## src/rtl/gf64_power_engine_if.sv

```systemverilog
// Handshake bundle for gf64_power_engine: request side (x, e) and result side (y).
interface gf64_power_engine_if #(
  parameter int EXP_W = 6
) ();
  logic             in_valid;
  logic             in_ready;
  logic [5:0]       x;
  logic [EXP_W-1:0] e;
  logic             out_valid;
  logic             out_ready;
  logic [5:0]       y;

  modport master (
    output in_valid, x, e, out_ready,
    input  in_ready, out_valid, y
  );

  modport slave (
    input  in_valid, x, e, out_ready,
    output in_ready, out_valid, y
  );
endinterface

```

## src/rtl/gf64_power_engine.sv

```systemverilog
// y = x^e over GF(2^6) (poly basis, x^6+x+1) by MSB-first square-and-multiply in GF((2^3)^2).
// Optional macro GF64_POWER_EARLY_EXIT_EN starts at the leading one of e instead of bit EXP_W-1.
module gf64_power_engine #(
  parameter int EXP_W = 6
) (
  input logic                clk,
  input logic                rst,
  gf64_power_engine_if.slave bus
);

  localparam int         IDX_W     = (EXP_W > 1) ? $clog2(EXP_W) : 1;
  localparam logic [5:0] TOWER_ONE = 6'b000_001;

  typedef enum logic [1:0] {IDLE, RUN, DONE} state_t;

  // Base field GF(2^3) mod a^3+a+1.
  function automatic logic [2:0] gf8_mul(input logic [2:0] a, input logic [2:0] b);
    logic c0, c1, c2, c3, c4;
    c0 = a[0] & b[0];
    c1 = (a[1] & b[0]) ^ (a[0] & b[1]);
    c2 = (a[2] & b[0]) ^ (a[1] & b[1]) ^ (a[0] & b[2]);
    c3 = (a[2] & b[1]) ^ (a[1] & b[2]);
    c4 = a[2] & b[2];
    return {c2 ^ c4, c1 ^ c3 ^ c4, c0 ^ c3};
  endfunction

  function automatic logic [2:0] gf8_sq(input logic [2:0] a);
    return {a[1] ^ a[2], a[2], a[0]};
  endfunction

  // Tower element {h, l} = h*Y + l with Y^2 = Y + 1; Karatsuba with three base multiplies.
  function automatic logic [5:0] tower_mul(input logic [5:0] a, input logic [5:0] b);
    logic [2:0] hh, ll, mm;
    hh = gf8_mul(a[5:3], b[5:3]);
    ll = gf8_mul(a[2:0], b[2:0]);
    mm = gf8_mul(a[5:3] ^ a[2:0], b[5:3] ^ b[2:0]);
    return {mm ^ ll, hh ^ ll};
  endfunction

  function automatic logic [5:0] tower_sq(input logic [5:0] a);
    logic [2:0] hs, ls;
    hs = gf8_sq(a[5:3]);
    ls = gf8_sq(a[2:0]);
    return {hs, hs ^ ls};
  endfunction

  // Isomorphism pair: a -> alpha^27, Y -> alpha^21 where alpha is a root of x^6+x+1.
  function automatic logic [5:0] iso(input logic [5:0] p);
    logic h0, h1, h2, l0, l1, l2;
    h0 = p[5];
    h1 = p[1] ^ p[3] ^ p[4] ^ p[5];
    h2 = p[2] ^ p[3] ^ p[4];
    l2 = p[4] ^ p[5];
    l1 = p[1] ^ p[4];
    l0 = p[0] ^ p[1] ^ p[2] ^ p[4] ^ p[5];
    return {h2, h1, h0, l2, l1, l0};
  endfunction

  function automatic logic [5:0] inv_iso(input logic [5:0] t);
    logic h0, h1, h2, l0, l1, l2;
    {h2, h1, h0, l2, l1, l0} = t;
    return {h0,
            l2 ^ h0,
            l1 ^ h0 ^ h1,
            l1 ^ l2 ^ h1 ^ h2,
            l1 ^ l2 ^ h0,
            l0 ^ l2 ^ h0 ^ h1 ^ h2};
  endfunction

`ifdef GF64_POWER_EARLY_EXIT_EN
  function automatic logic [IDX_W-1:0] start_index(input logic [EXP_W-1:0] v);
    logic [IDX_W-1:0] idx;
    idx = '0;
    for (int k = 0; k < EXP_W; k++) begin
      if (v[k]) idx = IDX_W'(k);
    end
    return idx;
  endfunction
`else
  function automatic logic [IDX_W-1:0] start_index(input logic [EXP_W-1:0] v);
    logic unused_v;
    unused_v = ^v;
    return IDX_W'(EXP_W - 1);
  endfunction
`endif

  state_t           state_q, state_d;
  logic [5:0]       w_q, w_d;
  logic [EXP_W-1:0] e_q, e_d;
  logic [5:0]       acc_q, acc_d;
  logic [IDX_W-1:0] idx_q, idx_d;
  logic             in_ready_q, in_ready_d;
  logic             out_valid_q, out_valid_d;
  logic [5:0]       y_q, y_d;
  logic [5:0]       acc_step;

  always_comb begin
    state_d     = state_q;
    w_d         = w_q;
    e_d         = e_q;
    acc_d       = acc_q;
    idx_d       = idx_q;
    in_ready_d  = in_ready_q;
    out_valid_d = out_valid_q;
    y_d         = y_q;
    acc_step    = tower_mul(tower_sq(acc_q), e_q[idx_q] ? w_q : TOWER_ONE);

    case (state_q)
      IDLE: begin
        if (bus.in_valid && in_ready_q) begin
          w_d        = iso(bus.x);
          e_d        = bus.e;
          acc_d      = TOWER_ONE;
          idx_d      = start_index(bus.e);
          in_ready_d = 1'b0;
          state_d    = RUN;
        end
      end
      RUN: begin
        acc_d = acc_step;
        if (idx_q == '0) state_d = DONE;
        else             idx_d   = idx_q - IDX_W'(1);
      end
      DONE: begin
        // First DONE cycle loads y; the result is then shown for at least one full cycle.
        if (!out_valid_q) begin
          y_d         = inv_iso(acc_q);
          out_valid_d = 1'b1;
        end else if (bus.out_ready) begin
          out_valid_d = 1'b0;
          in_ready_d  = 1'b1;
          state_d     = IDLE;
        end
      end
      default: begin
        state_d     = IDLE;
        in_ready_d  = 1'b1;
        out_valid_d = 1'b0;
      end
    endcase
  end

  always_ff @(posedge clk or posedge rst) begin
    if (rst) begin
      state_q     <= IDLE;
      w_q         <= '0;
      e_q         <= '0;
      acc_q       <= '0;
      idx_q       <= '0;
      in_ready_q  <= 1'b1;
      out_valid_q <= 1'b0;
      y_q         <= '0;
    end else begin
      state_q     <= state_d;
      w_q         <= w_d;
      e_q         <= e_d;
      acc_q       <= acc_d;
      idx_q       <= idx_d;
      in_ready_q  <= in_ready_d;
      out_valid_q <= out_valid_d;
      y_q         <= y_d;
    end
  end

  assign bus.in_ready  = in_ready_q;
  assign bus.out_valid = out_valid_q;
  assign bus.y         = y_q;

endmodule

```

## src/flat_wrapper.sv

```systemverilog
// flat-port wrapper written by rule: the top's interface ports become plain ports
module gf64_power_engine_flat 
#(
  parameter int EXP_W = 6
)
  (clk, rst, bus_in_valid, bus_x, bus_e, bus_out_ready, bus_in_ready, bus_out_valid, bus_y);
  gf64_power_engine_if #(.EXP_W(EXP_W)) bus_i ();
  input logic clk;
  input logic rst;
  input wire logic [$bits(bus_i.in_valid)-1:0] bus_in_valid;
  input wire logic [$bits(bus_i.x)-1:0] bus_x;
  input wire logic [$bits(bus_i.e)-1:0] bus_e;
  input wire logic [$bits(bus_i.out_ready)-1:0] bus_out_ready;
  output wire logic [$bits(bus_i.in_ready)-1:0] bus_in_ready;
  output wire logic [$bits(bus_i.out_valid)-1:0] bus_out_valid;
  output wire logic [$bits(bus_i.y)-1:0] bus_y;
  assign bus_i.in_valid = bus_in_valid;
  assign bus_i.x = bus_x;
  assign bus_i.e = bus_e;
  assign bus_i.out_ready = bus_out_ready;
  assign bus_in_ready = bus_i.in_ready;
  assign bus_out_valid = bus_i.out_valid;
  assign bus_y = bus_i.y;
  gf64_power_engine #(.EXP_W(EXP_W)) u_core (.clk(clk), .rst(rst), .bus(bus_i));
endmodule
```

## config.mk

```make
export PLATFORM = sky130hd
export DESIGN_NAME = gf64_power_engine_flat
export DESIGN_NICKNAME = d
export VERILOG_FILES = /design/src/rtl/gf64_power_engine_if.sv /design/src/rtl/gf64_power_engine.sv /design/src/flat_wrapper.sv
export SDC_FILE = /design/constraint.sdc
export NUM_CORES = 1
export LEC_CHECK = 0
export ABC_AREA = 1
export CORE_MARGIN = 2
export CORE_UTILIZATION = 55
export CTS_BUF_LIST = sky130_fd_sc_hd__clkbuf_8
export DETAILED_ROUTE_END_ITERATION = 8
export PLACE_DENSITY = 0.84
export SLEW_MARGIN = 30
export SYNTH_ARGS = -nofsm -noshare
export SYNTH_HDL_FRONTEND = slang
export SYNTH_SLANG_ARGS = --single-unit
```

## constraint.sdc

```tcl
create_clock -name clk -period 4.7 [get_ports clk]
set_input_delay 0.705 -clock clk [delete_from_list [all_inputs] [get_ports clk]]
set_output_delay 0.705 -clock clk [all_outputs]
set_load 0.05 [all_outputs]
```

==> impl_metrics.env <==
export IMPL_cts_max_level=2
export IMPL_status="complete, no violations"
export IMPL_cp_top_family="buffers and inverters"
export IMPL_critical_path_required_ns=3.99
export IMPL_grt_setup_unrepaired="false"
export IMPL_crit_chain="clkdlybuf4s50_1"
export IMPL_ys_seq_area_frac=0.3530
export IMPL_whs_ns=0.4833
export IMPL_slew_headroom=0.6682
export IMPL_cts_resized=0
export IMPL_io_pins=24
export IMPL_skew_ns=0.004043
export IMPL_clkSinkCount=31
export IMPL_yosys_warnings=0
export IMPL_cap_violations=0
export IMPL_drive_gt1_frac=0.09538
export IMPL_num_rows=22
export IMPL_grt_pass1_vias=1863
export IMPL_grt_max_degree=32
export IMPL_dieArea_um2=4523
export IMPL_crit_fanout=3
export IMPL_syn_inst=298
export IMPL_die_w_um=67.26
export IMPL_reg2reg_slack_ns=2.45
export IMPL_vias_per_cell=5.150
export IMPL_worstMarginPinSlew_ns=0.4962
export IMPL_synthFlopType="dfrtp_1"
export IMPL_initial_core_util=0.5879
export IMPL_syn_nets=316
export IMPL_tns_ns=0
export IMPL_synth_common_cells="nand2_1, inv_1, dfrtp_1, nor2_1, nand3_1"
export IMPL_core_area_um2=3744
export IMPL_synth_top_area_share=0.3411
export IMPL_yosys_register_bits=31
export IMPL_cts_setup_buffers=0
export IMPL_r2r_end="u_core.acc_q[2]$_DFFE_PP0P_"
export IMPL_report_final_hold_viol_count=0
export IMPL_path_clk_slew_ns=0.06
export IMPL_grt_usage=0.2348
export IMPL_dr_total_vias=1921
export IMPL_drv_slew=0
export IMPL_synth_enable_flop_cells=0
export IMPL_postCtsHoldBufs=0
export IMPL_n_antenna_cell=0
export IMPL_drc=0
export IMPL_post_route_util=0.6838
export IMPL_gp_congestion=0.9543
export IMPL_fin_crit_ns=2.355
export IMPL_synth_distinct_cells=34
export IMPL_root_buffer="clkbuf_8"
export IMPL_critPathCaptureType="output pin"
export IMPL_cts_made_buffers=5
export IMPL_finalCritPeriodShare=0.5011
export IMPL_synth_area_leaders="dfrtp_1, nand2_1, xor2_1, nand3_1, inv_1"
export IMPL_first_pass_iters=4
export IMPL_synth_top_area_cell="dfrtp_1"
export IMPL_endpoint="bus_in_ready"
export IMPL_grt_ovfl_total=0
export IMPL_areaGrowthSynthToFinish_pct=16.32
export IMPL_postSynth_asyncResetShare=1.000
export IMPL_max_freq_mhz=424.6
export IMPL_port_buffers=23
export IMPL_drt_antenna_violating_nets=0
export IMPL_grt_pass1_wl_um=7921
export IMPL_worstRegToRegCells=13
export IMPL_final_net_count=342
export IMPL_clockBufferDepth=2
export IMPL_crit_buf_inv=1
export IMPL_setup_viol_count_final=0
export IMPL_cp_slowest_stage_delay_ns=0.81
export IMPL_hpwl_um=3388
export IMPL_fillers=325
export IMPL_hold_class="reg -> reg"
export IMPL_wl_um=4455
export IMPL_die_y_um=67.26
export IMPL_worstSetupStartpoint="u_core.bus.in_ready$_DFFE_PP1P_"
export IMPL_initialDrtViolationCount=70
export IMPL_cts_tree="done"
export IMPL_avgSynthCellArea_um2=7.385
export IMPL_antenna_found_initial=0
export IMPL_clk_latency_ns=0.29
export IMPL_r2r_start="u_core.idx_q[0]$_DFFE_PP0P_"
export IMPL_cp_num_cells=1
export IMPL_arrival_ns=1.65
export IMPL_synth_most_common_cell="nand2_1"
export IMPL_cp_start_kind="flip-flop"
export IMPL_slowest_stage="clkdlybuf4s50_1"
export IMPL_crit_type="reg -> out"
export IMPL_netlist_area_um2=2201
export IMPL_wire_per_inst_um=11.94
## cell type report
| type | instances | area (µm²) | area share |
|---|---|---|---|
| Clock inverter | 3 | 16.27 | 0.006354 |
| Tap cell | 48 | 60.06 | 0.02346 |
| Clock buffer | 5 | 68.82 | 0.02688 |
| Inverter | 36 | 135.1 | 0.05279 |
| Sequential cell | 31 | 777.0 | 0.3035 |
| Multi-Input combinational cell | 225 | 1257 | 0.4912 |
| Timing Repair Buffer | 25 | 245.2 | 0.09580 |
## per-stage QoR
| stage | area (µm²) | setup slack (ns) | std cells |
|---|---|---|---|
| 6_report | 2560 | 2.345 | 373 |
| 5_1_grt | 2560 | 2.178 | 373 |
| 4_1_cts | 2560 | 2.342 | 373 |
| 3_5_place_dp | 2475 | 2.428 | 365 |
| 3_3_place_gp | 2475 | 2.475 | 365 |
| 2_1_floorplan | 2201 | 2.778 | 298 |
## sequential cells by signal (all words and copies together), names as in the netlist
name                  flops
u_core.acc_q              6
u_core.bus.y              6
u_core.e_q                6
u_core.w_q                6
u_core.idx_q              3
u_core.state_q            2
u_core.bus.in_ready       1
u_core.bus.out_valid      1
## routing by layer
layer	up-vias	GRT usage	share of wire
met5	-	0	0
met4	0	0.09439	0.015
li1	984	-	-
met2	45	0.4059	0.50
met3	4	0.04667	0.048
met1	888	0.2860	0.44
## cells by family (layout without fill, tap and decap cells)
| kind of cell | count (synthesis) | in the layout | share of synthesized area |
|---|---|---|---|
| AND/OR/NAND/NOR | 157 | 157 | 0.3121 |
| XOR/XNOR | 32 | 32 | 0.1597 |
| adder cells (fa/ha/maj) | 2 | 2 | 0.01137 |
| buffers and inverters | 42 | 69 | 0.07561 |
| AO/OA/AOI/OAI | 34 | 34 | 0.08812 |
| flip-flops | 31 | 31 | 0.3530 |
## cell usage in the layout, fill, tap and decap left out, drive strengths merged
master	synthesis	layout
inv	35	36
xnor2	12	12
nor3	4	4
nand2b	2	2
clkinvlp	0	1
clkbuf	4	5
clkdlybuf4s50	0	23
nand3	25	25
xor2	20	20
clkinv	1	2
buf	2	2
nand2	91	91
dfrtp	30	30
o2111ai	1	1
o21a	2	2
a21oi	6	6
or2	2	2
dfstp	1	1
ha	2	2
o22ai	2	2
o211ai	2	2
o221ai	1	1
o21ai	20	20
nor2	33	33
## worst min-delay path by stage
stage | from | to | slack, ns | cells past startpoint
final | u_core.e_q[2]$_DFFE_PP0P_ | u_core.e_q[2]$_DFFE_PP0P_ | 0.48 | 2
after global routing | u_core.bus.y[1]$_DFFE_PP0P_ | u_core.bus.y[1]$_DFFE_PP0P_ | 0.51 | 2
after CTS | u_core.e_q[2]$_DFFE_PP0P_ | u_core.e_q[2]$_DFFE_PP0P_ | 0.49 | 2
after detailed placement | u_core.e_q[2]$_DFFE_PP0P_ | u_core.e_q[2]$_DFFE_PP0P_ | 0.47 | 2
after global placement | u_core.bus.y[1]$_DFFE_PP0P_ | u_core.bus.y[1]$_DFFE_PP0P_ | 0.46 | 2
after floorplan | u_core.e_q[2]$_DFFE_PP0P_ | u_core.e_q[2]$_DFFE_PP0P_ | 0.44 | 2
Power is left out: the tool's default activity adds up to more than one toggle a clock period on the data nets, which glitch-free logic cannot reach.
